## config.mk

```make
export PLATFORM = sky130hd
export DESIGN_NAME = seg_serial_drv
export DESIGN_NICKNAME = d
export VERILOG_FILES = /design/src/rtl/seg_serial_drv.sv
export SDC_FILE = /design/constraint.sdc
export NUM_CORES = 1
export LEC_CHECK = 0
export BUFFER_PORTS_ARGS = -buffer_cell sky130_fd_sc_hd__buf_2
export CAP_MARGIN = 15
export CORE_MARGIN = 1.5
export CORE_UTILIZATION = 35
export DETAILED_ROUTE_END_ITERATION = 8
export GPL_TIMING_DRIVEN = 0
export REMOVE_ABC_BUFFERS = 1
export SLEW_MARGIN = 20
export SYNTH_ARGS = -nofsm -noshare
export SYNTH_HDL_FRONTEND = slang
export SYNTH_SLANG_ARGS = --single-unit
```

## constraint.sdc

```tcl
create_clock -name clk -period 3.85 [get_ports clk]
set_input_delay 0.77 -clock clk [delete_from_list [all_inputs] [get_ports clk]]
set_output_delay 0.77 -clock clk [all_outputs]
set_load 0.05 [all_outputs]
```

## src/rtl/seg_serial_drv.sv

```systemverilog
// Serial eight-digit seven-segment driver: decodes a 32-bit hex number with point and
// blink masks into a 64-bit frame and shifts it out repeatedly to cascaded shift registers.
module seg_serial_drv #(
   parameter int CLK_DIV   = 2,
   parameter int FRAME_GAP = 16,
   parameter int BLINK_DIV = 25000000
) (
   input  logic        clk,
   input  logic        rst,
   input  logic [31:0] Disp_num,
   input  logic [7:0]  point,
   input  logic [7:0]  LE,
   output logic        seg_clk,
   output logic        seg_sout,
   output logic        seg_pen,
   output logic        seg_clrn,
   output logic        busy,
   output logic        frame_done
);

   localparam int DIV_W   = (CLK_DIV   > 1) ? $clog2(CLK_DIV)   : 1;
   localparam int GAP_W   = (FRAME_GAP > 1) ? $clog2(FRAME_GAP) : 1;
   localparam int BLINK_W = (BLINK_DIV > 1) ? $clog2(BLINK_DIV) : 1;

   localparam logic [DIV_W-1:0]   DIV_MAX   = DIV_W'(CLK_DIV - 1);
   localparam logic [DIV_W-1:0]   DIV_ONE   = DIV_W'(1);
   localparam logic [GAP_W-1:0]   GAP_MAX   = GAP_W'(FRAME_GAP - 1);
   localparam logic [GAP_W-1:0]   GAP_ONE   = GAP_W'(1);
   localparam logic [BLINK_W-1:0] BLINK_MAX = BLINK_W'(BLINK_DIV - 1);
   localparam logic [BLINK_W-1:0] BLINK_ONE = BLINK_W'(1);

   typedef enum logic [1:0] {
      IDLE  = 2'd0,
      LOAD  = 2'd1,
      SHIFT = 2'd2,
      DONE  = 2'd3
   } state_t;

   state_t               state_r;
   state_t               state_s;
   logic [GAP_W-1:0]     gap_cnt_r;
   logic [DIV_W-1:0]     div_cnt_r;
   logic [6:0]           bit_cnt_r;
   logic [63:0]          frame_r;
   logic [63:0]          frame_s;
   logic [BLINK_W-1:0]   blink_cnt_r;
   logic                 blink_phase_r;
   logic                 gap_end_s;
   logic                 div_end_s;
   logic                 bit_end_s;
   logic                 seg_clk_r;
   logic                 seg_sout_r;
   logic                 seg_pen_r;
   logic                 seg_clrn_r;
   logic                 busy_r;
   logic                 frame_done_r;

   // Active-low gfedcba pattern for one hex digit
   function automatic logic [6:0] hex_to_seg(input logic [3:0] nib);
      logic [6:0] seg;
      case (nib)
         4'h0:    seg = 7'h40;
         4'h1:    seg = 7'h79;
         4'h2:    seg = 7'h24;
         4'h3:    seg = 7'h30;
         4'h4:    seg = 7'h19;
         4'h5:    seg = 7'h12;
         4'h6:    seg = 7'h02;
         4'h7:    seg = 7'h78;
         4'h8:    seg = 7'h00;
         4'h9:    seg = 7'h10;
         4'hA:    seg = 7'h08;
         4'hB:    seg = 7'h03;
         4'hC:    seg = 7'h46;
         4'hD:    seg = 7'h21;
         4'hE:    seg = 7'h06;
         4'hF:    seg = 7'h0E;
         default: seg = 7'h7F;
      endcase
      return seg;
   endfunction

   // Digit i occupies frame[8i+7:8i], so digit 7 leaves first when shifting MSB first
   function automatic logic [63:0] build_frame(input logic [31:0] num, input logic [7:0] pt,
                                               input logic [7:0] le, input logic phase);
      logic [63:0] f;
      f = 64'h0;
      for (int i = 0; i < 8; i++) begin
         if (le[i] && phase) begin
            f[8*i +: 8] = 8'hFF;
         end else begin
            f[8*i +: 8] = {~pt[i], hex_to_seg(num[4*i +: 4])};
         end
      end
      return f;
   endfunction

   assign frame_s   = build_frame(Disp_num, point, LE, blink_phase_r);
   assign gap_end_s = (gap_cnt_r == GAP_MAX);
   assign div_end_s = (div_cnt_r == DIV_MAX);
   assign bit_end_s = seg_clk_r && div_end_s && (bit_cnt_r == 7'd63);

   // Next-state decode
   always_comb begin
      state_s = state_r;
      case (state_r)
         IDLE: begin
            if (gap_end_s) state_s = LOAD;
            else           state_s = IDLE;
         end
         LOAD:  state_s = SHIFT;
         SHIFT: begin
            if (bit_end_s) state_s = DONE;
            else           state_s = SHIFT;
         end
         DONE:    state_s = IDLE;
         default: state_s = IDLE;
      endcase
   end

   // State register and status outputs, registered from the next state
   always_ff @(posedge clk or negedge rst) begin
      if (!rst) begin
         state_r      <= IDLE;
         busy_r       <= 1'b0;
         frame_done_r <= 1'b0;
         seg_pen_r    <= 1'b0;
         seg_clrn_r   <= 1'b0;
      end else begin
         state_r      <= state_s;
         busy_r       <= (state_s != IDLE);
         frame_done_r <= (state_s == DONE);
         seg_clrn_r   <= 1'b1;
         if (state_s == DONE) seg_pen_r <= 1'b1;
         else                 seg_pen_r <= seg_pen_r;
      end
   end

   // Gap timing, frame load and bit-serial shifting
   always_ff @(posedge clk or negedge rst) begin
      if (!rst) begin
         gap_cnt_r  <= '0;
         div_cnt_r  <= '0;
         bit_cnt_r  <= 7'd0;
         frame_r    <= 64'h0;
         seg_clk_r  <= 1'b0;
         seg_sout_r <= 1'b1;
      end else begin
         case (state_r)
            IDLE: begin
               if (gap_end_s) gap_cnt_r <= '0;
               else           gap_cnt_r <= gap_cnt_r + GAP_ONE;
               seg_clk_r  <= 1'b0;
               seg_sout_r <= 1'b1;
            end
            LOAD: begin
               gap_cnt_r  <= '0;
               frame_r    <= frame_s;
               seg_sout_r <= frame_s[63];
               seg_clk_r  <= 1'b0;
               div_cnt_r  <= '0;
               bit_cnt_r  <= 7'd0;
            end
            SHIFT: begin
               if (div_end_s) begin
                  div_cnt_r <= '0;
                  if (seg_clk_r) begin
                     // End of the high phase: advance to the next bit
                     seg_clk_r  <= 1'b0;
                     frame_r    <= {frame_r[62:0], 1'b0};
                     bit_cnt_r  <= bit_cnt_r + 7'd1;
                     seg_sout_r <= bit_end_s ? 1'b1 : frame_r[62];
                  end else begin
                     seg_clk_r <= 1'b1;
                  end
               end else begin
                  div_cnt_r <= div_cnt_r + DIV_ONE;
               end
            end
            DONE: begin
               seg_clk_r  <= 1'b0;
               seg_sout_r <= 1'b1;
            end
            default: begin
               gap_cnt_r  <= '0;
               seg_clk_r  <= 1'b0;
               seg_sout_r <= 1'b1;
            end
         endcase
      end
   end

   // Free-running blink phase
   always_ff @(posedge clk or negedge rst) begin
      if (!rst) begin
         blink_cnt_r   <= '0;
         blink_phase_r <= 1'b0;
      end else if (blink_cnt_r == BLINK_MAX) begin
         blink_cnt_r   <= '0;
         blink_phase_r <= ~blink_phase_r;
      end else begin
         blink_cnt_r   <= blink_cnt_r + BLINK_ONE;
         blink_phase_r <= blink_phase_r;
      end
   end

   assign seg_clk    = seg_clk_r;
   assign seg_sout   = seg_sout_r;
   assign seg_pen    = seg_pen_r;
   assign seg_clrn   = seg_clrn_r;
   assign busy       = busy_r;
   assign frame_done = frame_done_r;

endmodule

```

# Yosys cells after proc, flatten, opt, wreduce, memory -nomap -nowiden
# Memory sizes are Yosys's and may differ from the RTL's.
# Cells that the tools add are included.
# totals
rom_bits	896
word_cells	90
mem_count	8
ff_bits	109
inputBits	50
# op_classes
bitwise	9
eq_ne	9
muxes	29
n_reduce_logical	18
add_sub_neg	4
# mem_list
name	words	width	read_ports	rd_clocked_by_memory_dff	write_ports	line	rtl
(no name shown)	16	7	1	0	0	61	case (nib)
(no name shown)	16	7	1	0	0	61	
(no name shown)	16	7	1	0	0	61	
(no name shown)	16	7	1	0	0	61	
(no name shown)	16	7	1	0	0	61	
(no name shown)	16	7	1	0	0	61	
2 more memories	n/a	n/a	n/a	n/a	n/a	n/a	
# ops
operator	n
63-bit two-way mux	2
63-bit one-hot mux with 2 select lines	1
8-bit two-way mux	8
25-bit by 1-bit adder with 25-bit output (second input constant)	1
25-bit == test (second input constant)	1
25-bit two-way mux	1
7-bit two-way mux	2
7-bit one-hot mux with 2 select lines	1
1-bit logical AND	10
1-bit inverter	9
1-bit two-way mux	8
2-bit one-hot mux with 4 select lines	1
4-bit one-hot mux with 2 select lines	1
7-bit by 1-bit adder with 7-bit output (second input constant)	1
7-bit by 6-bit == test with 1-bit output (second input constant)	1
2-bit == test (second input constant)	3
2-bit nonzero test	3
4-bit by 1-bit adder with 4-bit output (second input constant)	1
4-bit == test (second input constant)	1
4-bit two-way mux	1
2-bit inequality test (second input constant)	2
1-bit one-hot mux with 2 select lines	2
1-bit one-hot mux with 3 select lines	1
3-bit AND reduction	1
6 further kinds	6

# Longest topological paths before layout
# depth
ltp_word	6
mapped_depth	8
mapped_depth_nobuf	7

# Worst setup path after synthesis
# OpenSTA, ideal clock, no wires.
# synth_path
path_type	input port to flip-flop
start	in Disp_num[8]
end	reg frame_r[19]
setup_slack_ns	1.919
arrival_ns	1.799
path_buffers	0
setup_ns	0.131
path_stages	6
cell_sequence	inv_1 ha_1 inv_1 mux4_2 o221ai_1 o21ai_0
# synth_between
elab_chain_len	3
# synth_lines
element	line	rtl
start, declared	10	input logic [31:0] Disp_num,
memory 16 x 7 bit	n/a	
8-bit two-way mux	89	if (le[i] && phase) begin
63-bit one-hot mux with 2 select lines	149	case (state_r)
end signal, assigned	158	frame_r <= frame_s;
end signal, assigned	170	frame_r <= {frame_r[62:0], 1'b0};
end, declared	44	logic [63:0] frame_r;
# No other way between the ends.
# A chain may end at the register's enable or synchronous reset.

# Worst setup path in the final report
# layout_path
start	reg state_r[0]
end	reg frame_r[46]
# layout_between
elab_chain_len	3
elab_cells_between_ends	7
# layout_lines
element	line	rtl
start, declared	39	state_t state_r;
start signal, assigned	130	state_r <= state_s;
2-bit == test / 2-bit by 1-bit == test with 1-bit output (equally long branches)	149	
2-bit inequality test (no source line) / 2-bit nonzero test (equally long branches)	n/a	
3-bit AND reduction (no source line)	n/a	
# Several ways; a longest one is shown, not always the timed one.

==> flow_summary.toml <==
[finish]
finalNetCount = 896
area_growth_pct = 11.26
diodes = 0
n_fill_cell = 1978
drive_above_1_share = 0.1205

[sta]
hold_ws_ns = 0.3578
hold_viol = 0
fmax_mhz = 323.1
skew_ns = 0.007078
drv_slew = 0
rsz0062_at_grt = "false"
finalCritPeriodShare = 0.8039
slew_headroom = 0.3974
setup_viol = 0
fin_crit_ns = 3.095
tightestPinTransition_ns = 0.9040

[floorplan]
die_area_um2 = 20610
rows = 51
io_pins = 56
start_util = 0.3564
core_um2 = 19400
die_height_um = 143.6
die_w_um = 143.6

[synthesis]
synth_top_area_share = 0.3909
synth_cell_types = 58
ys_warn_count = 0
ys_ff_latch = 109
synthCells = 768
ys_seq_area_frac = 0.3947
syn_area_per_cell_um2 = 9.003
synth_edf_count = 0
ys.flop_type = "dfrtp_1"
async_reset_ff_frac = 1.000
synth_top_area_cell = "dfrtp_1"
synth_area_leaders = "dfrtp_1 (39%), ha_1 (9.8%), nand2_1 (6.1%)"
syn-cell-area_um2 = 6914

[clock_tree]
numCtsBuffers = 9
cts_buffer_depth = 2
cts_root_buf = "clkbuf_16"
cts_sinks = 109
cts_tree = "yes"
hold_buffers = 0
cts-resized-gates = 0
htree_levels = 3
postCtsSetupRepairBufs = 0
clock_latency_ns = 0.35
clk_pin_slew_ns = 0.07

[setup_path]
path_buf_inv = 2
worst_r2r_startpoint = "state_r[0]"
end_kind = "flip-flop"
reg2reg_to = "frame_r[46]"
regToRegSetupSlack_ns = 0.75
cp_slowest_stage_delay_ns = 0.87
crit_path_start_kind = "flip-flop"
worst-path-stages = 7
worstPathMaxFanout = 65
path_common_cell = "o21ai_0"
rr_worst_depth = 7
crit_chain = "inv_1 -> ha_2 -> clkinv_2 -> nand2_1 -> a221o_1 -> o21ai_0 -> o21ai_0"
crit_slowest_cell = "clkinv_2"
cp_top_family = "buffers and inverters"
path_class = "reg -> reg"
crit_required_ns = 4.12
crit_arrival_ns = 3.36

[detailed_routing]
drtIter0Drc = 285
drc_errors = 0
dr.pass1.iters = 5
antenna_left = 0
vias = 5430
totalWireLength_mm = 14.53
vias_per_cell = 5.113
wl_per_cell_um = 13.68

[place]
gp_congestion = 0.8446
portBuffers = 55
hpwl_mm = 9.817

[global_routing]
grt_pass1_wl_mm = 24.97
grt_max_degree = 75
grt_use_total = 0.1502
grt_util_met3 = 0.01933
antenna_found_initial = 0
grt_pass1_vias = 5036
overflow = 0
gr-usage-met2 = 0.2285
grt.busiest_layer = "met2"
use_met1 = 0.2191

[pwr]
max-vdd-ir-drop_uv = 177.8
power_density_nw_per_um2 = 315.4
leakage_uw = 0.003572
finalPower_uw = 2426

[flow_run]
drv_cap = 0

[worst_hold_path]
hold_path_class = "in -> async"

[outcome]
status = "complete, no violations"
==> cells in the mapped netlist (all sizes together), types with 7 or more instances <==
cell type  instances
a21o              11
a21oi             25
a221oi            16
buf               22
clkbuf            22
dfrtp            108
ha                54
inv               47
mux2              11
mux2i             22
mux4               8
nand2            113
nand3             21
nor2              53
nor3               8
o21ai            103
o221ai            11
o22ai             12
o31ai              7
xnor2             11
xor2              10
==> placed cells by master (no fill, tap or decap), types with 4 or more instances in the layout <==
master and instances:
nand2_1 113, dfrtp_1 108, o21ai_0 65, buf_2 54, ha_1 53, nor2_1 51, inv_1 46, o21ai_1 38
a21oi_1 25, mux2i_1 22, nand3_1 20, a221oi_1 16, o22ai_1 12, a21o_1 11, o221ai_1 11, xnor2_1 11
xor2_1 10, clkbuf_16 9, mux2_2 8, mux4_2 8, nor3_1 8, o31ai_1 7, a31oi_1 6, a221o_1 6
nor2b_1 5, and3_1 5, nand3b_1 5, or3b_1 4, and4_1 4, nand4_1 4, nand2b_1 4
==> report_power, final <==
group	switching [uW]	internal, uW
logic	163	117
clock network	403	525
registers	23.0	1190
total	590	1840
==> logic make-up after synthesis <==
logic type / Yosys count / share of synthesized area
compound gates: 213 / 0.1904
fa+ha+maj: 54 / 0.09772
simple gates: 238 / 0.1594
other cells: 1 / 0.0005424
xor+xnor: 21 / 0.02660
mux: 41 / 0.07582
flops: 109 / 0.3947
buf+inv: 91 / 0.05483
==> stage by stage <==
stage / TNS, ns / std cells / cell area, um^2 / worst slack, ns / util
2_1_floorplan: 0 / 724 / 6711 / 0.09577 / -
3_3_place_gp: -82.14 / 1044 / 7318 / -1.574 / 0.3773
3_5_place_dp: 0 / 1046 / 7395 / 0.5936 / 0.3812
4_1_cts: 0 / 1062 / 7689 / 0.5791 / 0.3963
5_1_grt: 0 / 1062 / 7692 / 0.4338 / 0.3965
6_report: 0 / 1062 / 7692 / 0.7549 / 0.3965
==> flip-flops by register name, indices dropped and copies added, names as in the netlist <==
signal	count
busy	1
bit_cnt_r	7
blink_phase_r	1
frame_done	1
seg_pen	1
seg_clk	1
frame_r	63
seg_clrn	1
state_r	2
blink_cnt_r	25
gap_cnt_r	4
seg_sout	1
div_cnt_r	1
==> cell type report <==
class	count	area, um^2	share of cell area
well taps	265	331.6	0.04310
clock buffers	13	250.2	0.03253
inverters	47	177.7	0.02310
multi-input cells	568	3824	0.4971
clock inverters	3	43.79	0.005693
repair buffers	57	336.6	0.04375
flip-flops and latches	109	2729	0.3547
==> metal layers <==
layer,share of wire,vias to the layer above
li1,-,2744
met1,0.50,2592
met2,0.45,83
met3,0.031,11
met4,0.013,0
met5,0,-
==> worst max path at each step <==
stage / endpoint / slack [ns] / start
2_1_floorplan: frame_r[43] / 0.1 / state_r[0]
3_3_place_gp: frame_r[43] / -1.57 / state_r[0]
3_5_place_dp: frame_r[41] / 0.59 / state_r[0]
4_1_cts: frame_r[46] / 0.58 / state_r[0]
5_1_grt: frame_r[41] / 0.43 / state_r[0]
6_report: frame_r[46] / 0.75 / state_r[0]
Note: power is estimated with default switching activity, not from simulation.
